==> config.mk <==
export PLATFORM = sky130hd
export DESIGN_NAME = fetch_unit
export DESIGN_NICKNAME = d
export VERILOG_FILES = /design/src/rtl/fetch_unit.sv
export SDC_FILE = /design/constraint.sdc
export NUM_CORES = 1
export LEC_CHECK = 0
export CORE_MARGIN = 1.5
export CORE_UTILIZATION = 54
export CTS_CLUSTER_DIAMETER = 80
export DETAILED_ROUTE_END_ITERATION = 12
export HOLD_SLACK_MARGIN = 0.15
export PLACE_DENSITY = 0.81
export SYNTH_ARGS = -nofsm -noshare
export SYNTH_HDL_FRONTEND = slang
export SYNTH_SLANG_ARGS = --single-unit
==> constraint.sdc <==
create_clock -name clk -period 3.5 [get_ports clk]
set_input_delay 0.525 -clock clk [delete_from_list [all_inputs] [get_ports clk]]
set_output_delay 0.525 -clock clk [all_outputs]
set_load 0.005 [all_outputs]
==> src/rtl/fetch_unit.sv <==
// Instruction fetch unit: a PC register feeding a circular prefetch queue.
// Branch/jump redirects flush the queue and reload the PC.
module fetch_unit #(
    parameter int unsigned     XLEN     = 32,
    parameter int unsigned     DEPTH    = 4,
    parameter logic [XLEN-1:0] RESET_PC = '0
) (
    input  logic                       clk,
    input  logic                       reset,
    output logic [XLEN-1:0]            imem_addr,
    input  logic [XLEN-1:0]            imem_rd,
    input  logic                       redirect_valid,
    input  logic [XLEN-1:0]            redirect_pc,
    output logic                       out_valid,
    input  logic                       out_ready,
    output logic [XLEN-1:0]            out_pc,
    output logic [XLEN-1:0]            out_instr,
    output logic [$clog2(DEPTH):0]     count
);

    localparam int unsigned AW = $clog2(DEPTH);
    localparam int unsigned CW = AW + 1;

    if ((DEPTH < 2) || ((DEPTH & (DEPTH - 1)) != 0)) begin : g_bad_depth
        $error("fetch_unit: DEPTH must be a power of two and at least 2");
    end

    typedef struct packed {
        logic [XLEN-1:0] pc;
        logic [XLEN-1:0] instr;
    } entry_t;

    logic [XLEN-1:0] r_pc;
    logic [AW-1:0]   r_head;
    logic [AW-1:0]   r_tail;
    logic [CW-1:0]   r_count;
    entry_t          r_mem [DEPTH];

    logic            w_pop;
    logic            w_push;
    logic            w_not_full;
    logic [XLEN-1:0] w_redirect_aligned;
    logic [XLEN-1:0] w_reset_aligned;

    assign w_not_full         = (r_count < CW'(DEPTH));
    assign out_valid          = (r_count != '0);
    assign w_pop              = out_valid && out_ready;
    // A pop frees a slot in the same cycle, so a full queue still fetches.
    assign w_push             = !redirect_valid && (w_not_full || w_pop);
    assign w_redirect_aligned = {redirect_pc[XLEN-1:2], 2'b00};
    assign w_reset_aligned    = {RESET_PC[XLEN-1:2], 2'b00};

    assign imem_addr = r_pc;
    assign out_pc    = r_mem[r_head].pc;
    assign out_instr = r_mem[r_head].instr;
    assign count     = r_count;

    // PC, pointers and occupancy; a redirect overrides push and pop.
    always_ff @(posedge clk or negedge reset) begin
        if (!reset) begin
            r_pc    <= w_reset_aligned;
            r_head  <= '0;
            r_tail  <= '0;
            r_count <= '0;
        end else if (redirect_valid) begin
            r_pc    <= w_redirect_aligned;
            r_head  <= '0;
            r_tail  <= '0;
            r_count <= '0;
        end else begin
            if (w_push) begin
                r_pc   <= r_pc + XLEN'(4);
                r_tail <= r_tail + AW'(1);
            end
            if (w_pop) begin
                r_head <= r_head + AW'(1);
            end
            if (w_push && !w_pop) begin
                r_count <= r_count + CW'(1);
            end else if (w_pop && !w_push) begin
                r_count <= r_count - CW'(1);
            end
        end
    end

    // Queue storage is not reset; entries are only read while counted valid.
    always_ff @(posedge clk) begin
        if (w_push) begin
            r_mem[r_tail] <= '{pc: r_pc, instr: imem_rd};
        end
    end

endmodule

# Word level (Yosys, flattened, before mapping)
# Memories as Yosys holds them, arrays and structs flattened.
# Cells that the tools add are included.
classes:
  n_addsub: 5
  n_lt_le_gt_ge: 1
  mux: 11
  n_reduce_logical: 12
ops:
  columns: ["operator", "count"]
  rows:
  - ["$mux 32", 2]
  - ["$add 32x3->32 const B", 1]
  - ["$mux 3", 3]
  - ["$mux 2", 4]
  - ["$reduce_bool 3->1", 2]
  - ["$add 2x1->2 const B", 2]
  - ["$logic_and 1x1->1", 4]
  - ["$reduce_bool 2->1", 2]
  - ["$add 3x1->3 const B", 1]
  - ["$logic_not 1->1", 3]
  - ["$lt 3x3->1 const B", 1]
  - ["$sub 3x1->3 const B", 1]
  - ["$mux 1", 2]
  - ["$logic_or 1x1->1", 1]
word_totals:
  regBits: 39
  ramBits: 256
  in_bits: 68
  n_memories: 1
memory_table:
  columns: ["memory", "words", "word_bits", "read_ports", "rd_ports_with_merged_regs", "write_ports", "line_no", "text"]
  rows:
  - ["r_mem", 4, 64, 1, 0, 1, "37", "entry_t r_mem [DEPTH];"]

# Depth between registers and ports, before layout
depth:
  ltp_word: 9
  ltp_mapped: 7
  mapped_depth_nobuf: 7

# Least setup slack after synthesis
# No wires, ideal clock.
synth_path:
  kind: "reg-to-reg"
  start: "register r_count[2], in the netlist count[2]"
  end: "memory r_mem[0][0] (netlist name) (enable)"
  setup_ns: 0.427
  arrival_time_ns: 2.399
  setup_slack_ns: 0.674
  path_stages_with_launch: 5
  path_buffers: 1
  cell_sequence: "dfrtp_1 > nor2b_1 > clkbuf_1 > nor2_1 > and2_1"
synth_via:
  elab_chain_len: 6
synth_lines:
  columns: ["element", "line_no", "text"]
  rows:
  - ["from (decl)", "36", "logic [CW-1:0] r_count;"]
  - ["from (signal assigned)", "79", "r_count <= r_count + CW'(1);"]
  - ["from (signal assigned)", "81", "r_count <= r_count - CW'(1);"]
  - ["parallel branches: the longest is 2 deep, another holds $lt 3x3->1", null, null]
  - ["$logic_or 1x1->1 *", "49", "assign w_push = !redirect_valid && (w_not_full || w_pop);"]
  - ["$logic_and 1x1->1 *", "49", null]
  - ["$mux 1 *", "88", "if (w_push) begin"]
  - ["$mux 1 (implied by the code) *", "89", "r_mem[r_tail] <= '{pc: r_pc, instr: imem_rd};"]
  - ["to (decl)", "37", null]
# Every way passes the cells marked *.

# Worst setup path after layout
layout_path:
  start: "register r_head[0]"
  end: "output port out_pc[17]"
layout_via:
  elab_chain_len: 1
layout_lines:
  columns: ["element", "line_no", "text"]
  rows:
  - ["from (decl)", "34", "logic [AW-1:0] r_head;"]
  - ["from (signal assigned)", "76", "r_head <= r_head + AW'(1);"]
  - ["$mem_v2 4x64", null, null]
  - ["to (decl)", "16", "output logic [XLEN-1:0] out_pc,"]
# No other way between the ends.

==> results.toml <==
[grt]
grt_pass1_vias = 6240
grt_start_max_net_pins = 63
gr-usage-all-layers_pct = 21.1
antenna_found_initial = 0
grt.overflow.total = 0
grt_pass1_wl_um = 34600

[sta]
tightest_slew_ns = 0.951
rsz0062_at_grt = "no"
fmax_mhz = 323
min_period_over_period_pct = 88.4
tns_ns = 0
slew_viol_final = 0
finalSetupViolCount = 0
hold_viol_final = 0
max_slew_margin_pct = 36.6
period_needed_ns = 3.09
finClkSkew_ns = 0.0142

[layout]
final_util_pct = 69.0
final_area_mm2 = 0.0139
diodes = 0
syn2layout_area_growth_pct = 25.7
nets = 814
drive_gt1_share_pct = 17.5
stdcell_count = 1030

[detailed_routing]
via_per_inst = 5.75
drt_first_iter_violations = 398
postRouteAntennaNets = 0
drc = 0
route.vias.total = 5919
drt-total-wl_um = 21800
wl_per_cell_um = 21.2
first_pass_iters = 5

[setup_path]
path_class = "flip-flop to primary output"
startpoint_type = "flip-flop"
critPathBufInv = 2
crit_chain = "buf_4, mux4_2, clkdlybuf4s50_1"
cpPeakStageDelay_ns = 0.67
r2r-end = "r_mem[3][22]$_DFFE_PP_"
ff2ff_setup_slack_ns = 1.23
arrival_ns = 2.57
worst_ep_required_time_ns = 2.97
crit_path_max_fanout = 18
crit_family = "buffers and inverters"
cp-end-kind = "primary output"
worst_path_max_delay_cell = "dfrtp_4"
rr_startpoint = "count[2]$_DFFE_PN0P_"
rr_worst_depth = 3

[clock_network]
cts-buffers-inserted = 27
ctsResizeCount = 0
cts_setup_buffers = 0
clock_latency_ns = 0.52
htreeDepth = 1
clk_path_buf_depth = 3
tritoncts = "yes"
hold_buffers = 1
cts.clk_slew.worst_paths_ns = 0.06
cts_root_buffer = "clkbuf_16"
cts.sinks = 285

[flow_run]
timing.max_cap.violations = 0

[run_status]
status = "finished, final reports clean"

[hold_path]
worstHoldStart = "redirect_valid"
hold_class = "input pin to flip-flop"
holdPathStages = 2
hold_path_end = "r_tail[0]$_DFFE_PN0N_"

[die]
die_area_mm2 = 0.0213
die_w_um = 146
fp.dieH_um = 146
pin_count = 168
num_rows = 52
core_mm2 = 0.0201
start_util_pct = 54.8

[yosys]
syn_avg_cell_area_um2 = 19.6
ys_warn_count = 0
syn_inst = 563
syn_area_mm2 = 0.0110
ys_seq_area_share_pct = 75.9
ys_ff_latch = 285
ys_types = 39

[placed_design]
port_buffers = 161
routabilityCongestion = 0.836
hpwl_um = 13800
dpl_cell_area_mm2 = 0.0130
dp.cells = 980

[power]
pwr_density_cell_mw_per_mm2 = 671
worst_ir_drop_vdd_mv = 0.376
leakagePower_nw = 4.59
power.total_mw = 9.30
-- worst reg2reg max path, cell delays in order (launching register included) --
cell and delay [ns]:
dfrtp_1 0.47, nor2b_1 0.28, nor2_1 0.28, and2_4 0.84
-- registers in the layout, summed over array words and instances, names as in the netlist --
name and flops:
imem_addr 30, r_head 2, count 3, r_mem 248, r_tail 2
-- metrics by stage --
stage | hold slack (ns) | worst slack [ns]
3_5_place_dp | 0.553 | 0.601
3_3_place_gp | 0.541 | 0.727
4_1_cts | 0.256 | 0.332
2_1_floorplan | 0.229 | 0.674
6_report | 0.282 | 0.407
5_1_grt | 0.273 | 0.253
-- layout make-up --
| class | instances | area (um2) |
|---|---|---|
| Inverter | 8 | 30.0 |
| Tap cell | 270 | 338 |
| Timing Repair Buffer | 173 | 1730 |
| Sequential cell | 285 | 8380 |
| Multi-Input combinational cell | 245 | 2520 |
| Clock buffer | 36 | 749 |
| Clock inverter | 13 | 114 |
| Fill cell | 1295 | 6240 |
-- report_power, final --
group,internal (mW),total (mW),switching [mW]
logic,1.24,2.06,0.823
registers,4.17,4.43,0.263
clock network,1.64,2.80,1.16
-- per-layer routing --
layer / track usage (%) / routed length [um]
met1: 29.1 / 8930
met2: 35.4 / 10800
met3: 3.73 / 1650
met4: 5.61 / 404
met5: 0 / 0
-- Yosys cell counts, drive strengths merged --
master,number,area (um2)
or2,1,6.26
mux4,62,1400
xnor2,13,114
nand2,41,154
nor4,4,31.3
nor2b,1,6.26
clkbuf,16,60.1
nand3,10,50.1
edfxtp,248,7450
fa,1,20.0
nand2b,1,6.26
nand4bb,1,11.3
a211o,1,8.76
a211oi,1,7.51
nand4b,1,8.76
nor3b,1,12.5
buf,12,68.8
nand4,13,87.6
ha,5,62.6
nor3,6,35.0
and3,2,12.5
dfrtp,37,926
mux2i,1,10.0
conb,1,3.75
a21oi,4,20.0
xor2,19,166
mux2,1,11.3
or4,1,11.3
o21ai,30,154
and2,5,31.3
nor2,15,56.3
inv,8,30.0
-- cells by family after synthesis --
family / count (synthesis) / share of synthesized area (%)
flip-flops: 285 / 75.9
other: 1 / 0.0340
XOR/XNOR: 32 / 2.54
AO/OA/AOI/OAI: 36 / 1.72
multiplexers: 64 / 12.9
AND/OR/NAND/NOR: 103 / 4.72
adder cells (fa/ha/maj): 6 / 0.749
buffers and inverters: 36 / 1.44
-- how the worst max path moves through the flow --
stage                                      from                      to  slack [ns]  depth (start not counted)
after detailed placement              out_ready  r_mem[2][15]$_DFFE_PP_        0.60                          4
final                     r_head[0]$_DFFE_PN0P_              out_pc[17]        0.41                          3
after CTS                 r_head[0]$_DFFE_PN0P_              out_pc[17]        0.33                          3
after global routing      r_head[0]$_DFFE_PN0P_              out_pc[17]        0.25                          3
after floorplan            count[2]$_DFFE_PN0P_   r_mem[0][0]$_DFFE_PP_        0.67                          4
after global placement                out_ready  r_mem[3][18]$_DFFE_PP_        0.73                          4
-- placed cells by master, fill, tap and decap left out, types with 12 or more instances in the layout --
master and count:
edfxtp_1 248, clkdlybuf4s50_1 159, mux4_2 62, nand2_1 41
dfrtp_1 35, clkbuf_16 27, o21ai_0 19, xor2_1 19
nor2_1 15, xnor2_1 13, nand4_1 12
Power figures use the tool's default switching activity.
